`src/rtl/unifiedmem_pkg.sv`:
```
// Shared constants and types for the four-bank unified memory and its arbiter.
// Bank depths are informational: addresses are forwarded unmodified and never range-checked.
package unifiedmem_pkg;

    localparam int NUM_BANKS = 4;
    localparam int NUM_REQ   = 2;
    localparam int CNT_W     = 16;

    localparam int unsigned BANK_DEPTH [NUM_BANKS] = '{1024, 32, 1024, 750};

    typedef logic [1:0] bank_t;

endpackage

```
`src/rtl/bank_rr_arbiter.sv`:
```
// Per-bank two-way round-robin arbiter: zero-latency one-hot win; ptr flips away from each winner.
// No backpressure; optional saturating conflict counter under UNIFIEDMEM_ARB_CONFLICT_CNT_EN.
module bank_rr_arbiter
    import unifiedmem_pkg::*;
(
    input  logic             clk,
    input  logic             reset,
    input  logic [1:0]       hit,
    output logic [1:0]       win,
    output logic [CNT_W-1:0] cnt
);

    logic ptr_q, ptr_d;

    always_comb begin
        win = hit;
        if (hit == 2'b11) begin
            win = ptr_q ? 2'b10 : 2'b01;
        end
        // Any grant, contested or not, hands priority to the other requester.
        ptr_d = ptr_q;
        if (win[0]) begin
            ptr_d = 1'b1;
        end else if (win[1]) begin
            ptr_d = 1'b0;
        end
    end

    always_ff @(posedge clk or posedge reset) begin
        if (reset) begin
            ptr_q <= 1'b0;
        end else begin
            ptr_q <= ptr_d;
        end
    end

`ifdef UNIFIEDMEM_ARB_CONFLICT_CNT_EN
    logic [CNT_W-1:0] cnt_q, cnt_d;

    always_comb begin
        cnt_d = cnt_q;
        if ((hit == 2'b11) && (cnt_q != {CNT_W{1'b1}})) begin
            cnt_d = cnt_q + 1'b1;
        end
    end

    always_ff @(posedge clk or posedge reset) begin
        if (reset) begin
            cnt_q <= '0;
        end else begin
            cnt_q <= cnt_d;
        end
    end

    assign cnt = cnt_q;
`else
    assign cnt = '0;
`endif

endmodule

```
`src/rtl/unifiedmem_arbiter.sv`:
```
// Two-requester per-bank arbiter for unifiedmem: grants combinational, read data one cycle after grant.
// Losers simply hold req (no queueing); counters enabled by UNIFIEDMEM_ARB_CONFLICT_CNT_EN.
module unifiedmem_arbiter
    import unifiedmem_pkg::*;
#(
    parameter int WIDTH = 36,
    parameter int NREQ  = NUM_REQ
) (
    input  logic                    clk,
    input  logic                    reset,
    input  logic [NREQ-1:0]         req,
    input  logic [NREQ-1:0]         req_we,
    input  logic [NREQ*2-1:0]       req_bank,
    input  logic [NREQ*WIDTH-1:0]   req_addr,
    input  logic [NREQ*WIDTH-1:0]   req_wdata,
    output logic [NREQ-1:0]         gnt,
    output logic [NREQ-1:0]         rvalid,
    output logic [NREQ*WIDTH-1:0]   rdata,
    output logic [4*16-1:0]         conflict_cnt,
    output logic [3:0]              mem_we,
    output logic [WIDTH*4-1:0]      mem_a,
    output logic [WIDTH*4-1:0]      mem_wd,
    input  logic [WIDTH*4-1:0]      mem_rd
);

    logic [NUM_BANKS-1:0][1:0]       hit;
    logic [NUM_BANKS-1:0][1:0]       win;
    logic [NUM_BANKS-1:0][CNT_W-1:0] cnt;

    logic [NREQ-1:0]       rvalid_q, rvalid_d;
    logic [NREQ*WIDTH-1:0] rdata_q, rdata_d;

    always_comb begin
        for (int b = 0; b < NUM_BANKS; b++) begin
            for (int i = 0; i < NREQ; i++) begin
                hit[b][i] = req[i] && (bank_t'(req_bank[2*i +: 2]) == bank_t'(b));
            end
        end
    end

    for (genvar g = 0; g < NUM_BANKS; g++) begin : g_bank
        bank_rr_arbiter u_arb (
            .clk   (clk),
            .reset (reset),
            .hit   (hit[g]),
            .win   (win[g]),
            .cnt   (cnt[g])
        );
        assign conflict_cnt[CNT_W*g +: CNT_W] = cnt[g];
    end

    // Each requester targets one bank, so at most one bank can set its gnt bit.
    always_comb begin
        gnt    = '0;
        mem_we = '0;
        mem_a  = '0;
        mem_wd = '0;
        for (int b = 0; b < NUM_BANKS; b++) begin
            for (int i = 0; i < NREQ; i++) begin
                if (win[b][i]) begin
                    gnt[i]                  = 1'b1;
                    mem_we[b]               = req_we[i];
                    mem_a[WIDTH*b +: WIDTH]  = req_addr[WIDTH*i +: WIDTH];
                    mem_wd[WIDTH*b +: WIDTH] = req_wdata[WIDTH*i +: WIDTH];
                end
            end
        end
    end

    always_comb begin
        rvalid_d = gnt & ~req_we;
        rdata_d  = rdata_q;
        for (int i = 0; i < NREQ; i++) begin
            if (rvalid_d[i]) begin
                rdata_d[WIDTH*i +: WIDTH] = mem_rd[WIDTH*int'(req_bank[2*i +: 2]) +: WIDTH];
            end
        end
    end

    always_ff @(posedge clk or posedge reset) begin
        if (reset) begin
            rvalid_q <= '0;
            rdata_q  <= '0;
        end else begin
            rvalid_q <= rvalid_d;
            rdata_q  <= rdata_d;
        end
    end

    assign rvalid = rvalid_q;
    assign rdata  = rdata_q;

endmodule

```
`config.mk`:
```
export PLATFORM = sky130hd
export DESIGN_NAME = unifiedmem_arbiter
export DESIGN_NICKNAME = d
export VERILOG_FILES = /design/src/rtl/unifiedmem_pkg.sv /design/src/rtl/bank_rr_arbiter.sv /design/src/rtl/unifiedmem_arbiter.sv
export SDC_FILE = /design/constraint.sdc
export NUM_CORES = 1
export LEC_CHECK = 0
export CORE_AREA = 2 2 286 288
export CTS_BUF_LIST = sky130_fd_sc_hd__clkbuf_4 sky130_fd_sc_hd__clkbuf_8
export CTS_CLUSTER_SIZE = 28
export DETAILED_ROUTE_END_ITERATION = 8
export DIE_AREA = 0 0 288 290
export PLACE_DENSITY = 0.42
export SETUP_SLACK_MARGIN = 0.4
export SKIP_CTS_REPAIR_TIMING = 1
export SYNTH_ARGS = -nofsm -noshare
export SYNTH_HDL_FRONTEND = slang
export SYNTH_SLANG_ARGS = --single-unit
```
`constraint.sdc`:
```
create_clock -name clk -period 3.6 [get_ports clk]
set_clock_uncertainty 0.1 [all_clocks]
set_input_delay 0.72 -clock clk [delete_from_list [all_inputs] [get_ports clk]]
set_output_delay 0.72 -clock clk [all_outputs]
set_load 0.03 [all_outputs]
```
; ---- Yosys cells after proc, flatten, opt, wreduce, memory -nomap -nowiden
; Index checks and enable logic that the tools add are counted.
[classes]
mux = 48
shift = 2
n_bitwise = 2
eq_ne = 10
reduce_logical = 14
multipliers = 2
[ops]
columns = operator, n
row1 = $mux 36, 16
row2 = $shiftx 144x9->36, 2
row3 = $mux 1, 24
row4 = $eq 2x2->1 const B, 8
row5 = $mux 2, 8
row6 = $mul 4x2->6 const A, 2
row7 = $logic_and 1x1->1, 8
row8 = $reduce_bool 2->1, 4
row9 = $eq 2x1->1 const B, 2
row10 = $logic_not 2->1, 2
row11 = $and 2x2->2, 1
row12 = $not 2->2, 1
[word_totals]
ff_bits = 78
out_inout_bits = 432

; ---- Longest topological paths before layout
; Gate-level depths: netlist (run 1).
[logic_depth]
ltp_word = 9
ltp_mapped = 7
ltp_nobuf = 4

; ---- Cells and area by module
; A second synthesis (run 1) with hierarchy kept.
[hier_totals]
cells_unflattened = 1163
area_unflattened_um2 = 9246.4
[by_module_without_submodules]
columns = module, seq_area_each_um2, cells_per_inst, instances, area_each_um2
row1 = unifiedmem_arbiter, 1851.8, 1063, 1, 8495.6
row2 = bank_rr_arbiter, 25.0, 25, 4, 187.7

; ---- Worst setup path after synthesis (run 1)
; Ideal clock, no wire load.
[synth_path]
path_kind = in2out
startpoint = input port req_bank[3]
endpoint = output port mem_a[0]
required_time_ps = 2780
path_buffers = 2
slack_ps = 600
cell_stages = 6
arrival_time_ps = 2180
cell_sequence = buf_2 nand2b_1 nor2_1 a211oi_2 clkbuf_1 a22o_1
[synth_between]
elab_chain_cells = 6
[synth_lines]
columns = item, line_no
row1 = "start, declared", unifiedmem_arbiter.sv:13  ; input logic [NREQ*2-1:0] req_bank,
row2 = $logic_not 2->1 *, unifiedmem_arbiter.sv:36  ; hit[b][i] = req[i] && (bank_t'(req_bank[2*i +: 2]) == bank_t'(b));
row3 = $logic_and 1x1->1 *, unifiedmem_arbiter.sv:36
row4 = $eq 2x2->1, bank_rr_arbiter.sv:17  ; if (hit == 2'b11) begin
row5 = $mux 2 *, bank_rr_arbiter.sv:17
row6 = $mux 36, unifiedmem_arbiter.sv:60  ; if (win[b][i]) begin
row7 = $mux 36 *, unifiedmem_arbiter.sv:60
row8 = "end, declared", unifiedmem_arbiter.sv:21  ; output logic [WIDTH*4-1:0] mem_a,
; Every way passes the cells marked *; elsewhere a longest branch is shown, timed or not.

; ---- Worst setup path after layout (run 1)
[layout_path]
startpoint = input port req_bank[0]
endpoint = output port mem_a[130]
[layout_between]
elab_chain_cells = 6
[layout_lines]
columns = item, line_no
row1 = $eq 2x2->1 *, unifiedmem_arbiter.sv:36
row2 = $logic_and 1x1->1 *, unifiedmem_arbiter.sv:36
row3 = $eq 2x2->1, bank_rr_arbiter.sv:17
row4 = $mux 2 *, bank_rr_arbiter.sv:17
row5 = $mux 36, unifiedmem_arbiter.sv:60
row6 = $mux 36 *, unifiedmem_arbiter.sv:60
; Marked as above.

==> results of run 1 <==
[flip-flops by register name, summed over array words and instances, names as in the netlist]
name                flops
rvalid                  2
g_bank.u_arb.ptr_q      4
rdata                  72
[layout make-up]
| cell class | instances | share of cell area [%] |
|---|---|---|
| inverter | 2 | 0.05105 |
| clock buffer | 12 | 0.9262 |
| clock inverter | 4 | 0.3063 |
| tap | 1060 | 7.730 |
| antenna | 5 | 0.07293 |
| timing repair buffer | 694 | 46.12 |
| multi-input combinational | 545 | 33.42 |
| sequential | 78 | 11.38 |
[synth_stat cells, drive strengths merged]
cell | count | area [sq um]
a22o | 292 | 2557
buf | 118 | 787.0
dfrtp | 78 | 1952
mux2 | 72 | 919.6
mux4 | 72 | 1622
clkbuf | 32 | 120.1
nor2 | 8 | 35.03
nand3 | 5 | 25.02
a21oi | 3 | 15.01
nand3b | 3 | 22.52
a211oi | 2 | 25.02
a21o | 2 | 15.01
inv | 2 | 7.510
nand2 | 2 | 7.510
nand2b | 2 | 12.51
o21ai | 2 | 10.01
or3b | 2 | 17.52
a211o | 1 | 8.760
a31oi | 1 | 12.51
a41oi | 1 | 16.27
and3 | 1 | 6.260
and3b | 1 | 8.760
conb | 1 | 3.750
nand4b | 1 | 8.760
nor2b | 1 | 6.260
nor3 | 1 | 5.000
nor3b | 1 | 7.510
nor4b | 1 | 8.760
o2111ai | 1 | 8.760
o21a | 1 | 7.510
o31a | 1 | 8.760
or3 | 1 | 6.260
[worst max-delay path: stages]
cell and delay (ns):
buf_4 0.21, nand3_1 0.18, nor2_2 0.20, nor2_4 0.06
buf_12 0.14, clkbuf_16 0.19, a22o_1 0.33, buf_12 0.15
[layer usage]
| metal | GRT usage, % | part of all wire, % | wire length, um | up-vias |
|---|---|---|---|---|
| met3 | 4.780 | 11 | 6750 | 59 |
| li1 | - | - | - | 4101 |
| met4 | 2.742 | 1.5 | 977 | 12 |
| met2 | 23.70 | 47 | 29910 | 584 |
| met1 | 17.73 | 41 | 25720 | 5108 |
| met5 | 0 | 0.12 | 75 | - |
[stage by stage]
step / area [sq um] / total power, mW / std cells / setup slack [ns]
floorplan: 8511 / 2.700 / 775 / 0.6004
global placement: 16840 / 4.207 / 2377 / 0.08606
detailed placement: 16840 / 4.208 / 2377 / 0.09132
CTS: 17060 / 5.013 / 2393 / 0.05979
global route: 17150 / 5.185 / 2396 / 0.4110
finish: 17160 / 4.947 / 2400 / 0.4818
[worst paths after layout]
path,from,end,slack [ns],cells after the start
setup / recovery,req_bank[0],mem_a[130],0.48,8
hold / removal,rdata[45],rdata[45],0.40,1
setup reg to reg,g_bank[0].u_arb.ptr_q,rdata[70],1.39,5
hold reg to reg,rdata[45],rdata[45],0.40,1
max in group asynchronous,reset,rdata[46],2.00,3
min in group asynchronous,reset,rdata[59],0.64,2
[power by group through the flow]
stage                     Clock [mW]  Sequential [mW]  Combinational, mW
after floorplan                    0             1.54               1.16
after global placement             0             1.20               3.01
after detailed placement           0             1.21               3.00
after CTS                      0.806             1.19               3.02
after global routing           0.836             1.21               3.13
final                          0.759             1.19               3.00
[cells by family (layout without fill, tap and decap cells)]
family	count (synthesis)	count (layout)	share of synthesized area, %
flip-flops	78	78	23.59
buffers and inverters	152	712	11.05
AND/OR/NAND/NOR	30	30	2.147
multiplexers	144	144	30.71
AO/OA/AOI/OAI	307	307	32.45
other	1	69	0.04532
==> metrics.md, run 1 <==
| Metric | Value |
|---|---|
| Clk buf depth | 2 |
| Comb power frac | 60.7% |
| Outcome | complete, no violations |
| First-pass GRT wire length | 84170 um |
| Clock root buffer | clkbuf_8 |
| Num ports | 730 |
| Worst-path clk slew | 0.08 ns |
| Die Width | 288 um |
| # rows | 104 |
| Nets | 1628 |
| WHS | 0.3994 ns |
| Drc violations | 0 |
| HPWL after DPL | 49560 um |
| Switch Pwr | 2.094 mW |
| Core Area | 80160 sq um |
| Leading cell type in the layout, fill and taps excluded | clkdlybuf4s50_1 |
| Antenna Nets Post-Route | 0 |
| Mapped Area | 8274 sq um |
| Switching portion of total power | 42.32% |
| RSZ-0062 raised after global routing | false |
| Fin crit share | 86.62% |
| Iteration-0 DRC Markers | 460 |
| Pre-Repair DR Iteration Count | 4 |
| RD Place Congestion | 0.8200 |
| Max-slew violations | 0 |
| Vias | 9864 |
| Initial antenna violation count | 20 |
| Arrival time worst endpoint | 2.30 ns |
| Seq/Total Area, Yosys | 23.59% |
| Leakage | 6.884 nW |
| Cts bufs inserted | 9 |
| Synth Instances | 712 |
| DR vias/cell | 4.110 |
| Clock power frac | 15.3% |
| Most frequent cells in the layout | clkdlybuf4s50_1, a22o_1, buf_4, buf_12, dfrtp_1 |
| H-tree Lvls | 3 |
| Power per Cell Area | 288.3 nW/um^2 |
| Pin count of the biggest net entering global routing | 74 |
| Clock latency on the worst-skew pair | 0.40 ns |
| Fin Setup TNS | 0 ns |
| Area taken by multi-input logic gates | 5733 sq um |
| Die area | 83520 sq um |
| Mean Syn Cell Area | 11.62 sq um |
| All-layer global routing usage | 14.21% |
| Crit path time final | 3.118 ns |
| Post-synthesis register bit count | 78 |
| Int Pwr | 2.853 mW |
| Setup violators final | 0 |
| Vias in the first global route | 10100 |
| FF+latch area | 1952 sq um |
| MaxCap Viol Count | 0 |
| Maximum clock frequency | 0.3207 GHz |
| Slew @ Worst Pin | 0.8442 ns |
| Req. time, crit path | 2.78 ns |
| HP Class | flop to flop |
| Crit Path Category | input port to output pin |
| Initial core utilization | 10.32% |
| Routed WL | 63430 um |
| Crit path launch type | input port |
| Final Hold Fails | 0 |
| Area Growth Syn to Fin | 107.3% |
| Buffers on Ports | 665 |
| IR drop worst, VDD | 0.0001606 V |
| Sequential power share | 24.0% |
| Crit-path max FO | 37 |
| Fillers | 8670 |
| Drt wl/cell | 26.43 um |
| Layout cells sized above 1 | 35.88% |
| YS warnings | 0 |
| CTS sink cnt | 78 |
| Max_slew headroom | 43.72% |
| Count of cell types in the netlist | 38 |
| CTS tree | yes |
| Util after Layout | 21.40% |
| Overflow left after global routing | 0 |
| Die Ht | 290 um |
| Crit end category | output pin |
(Power assumes the default switching activity.)
==> run 2: changes to the inputs <==
--- a/config.mk
+++ b/config.mk
@@ -10,6 +10,7 @@
 export CTS_CLUSTER_SIZE = 28
 export DETAILED_ROUTE_END_ITERATION = 8
 export DIE_AREA = 0 0 288 290
+export HOLD_SLACK_MARGIN = 0.15
 export PLACE_DENSITY = 0.42
 export SETUP_SLACK_MARGIN = 0.4
 export SKIP_CTS_REPAIR_TIMING = 1
==> results of run 2 <==
Final layout, timing and power as in run 1 (identical DEF).
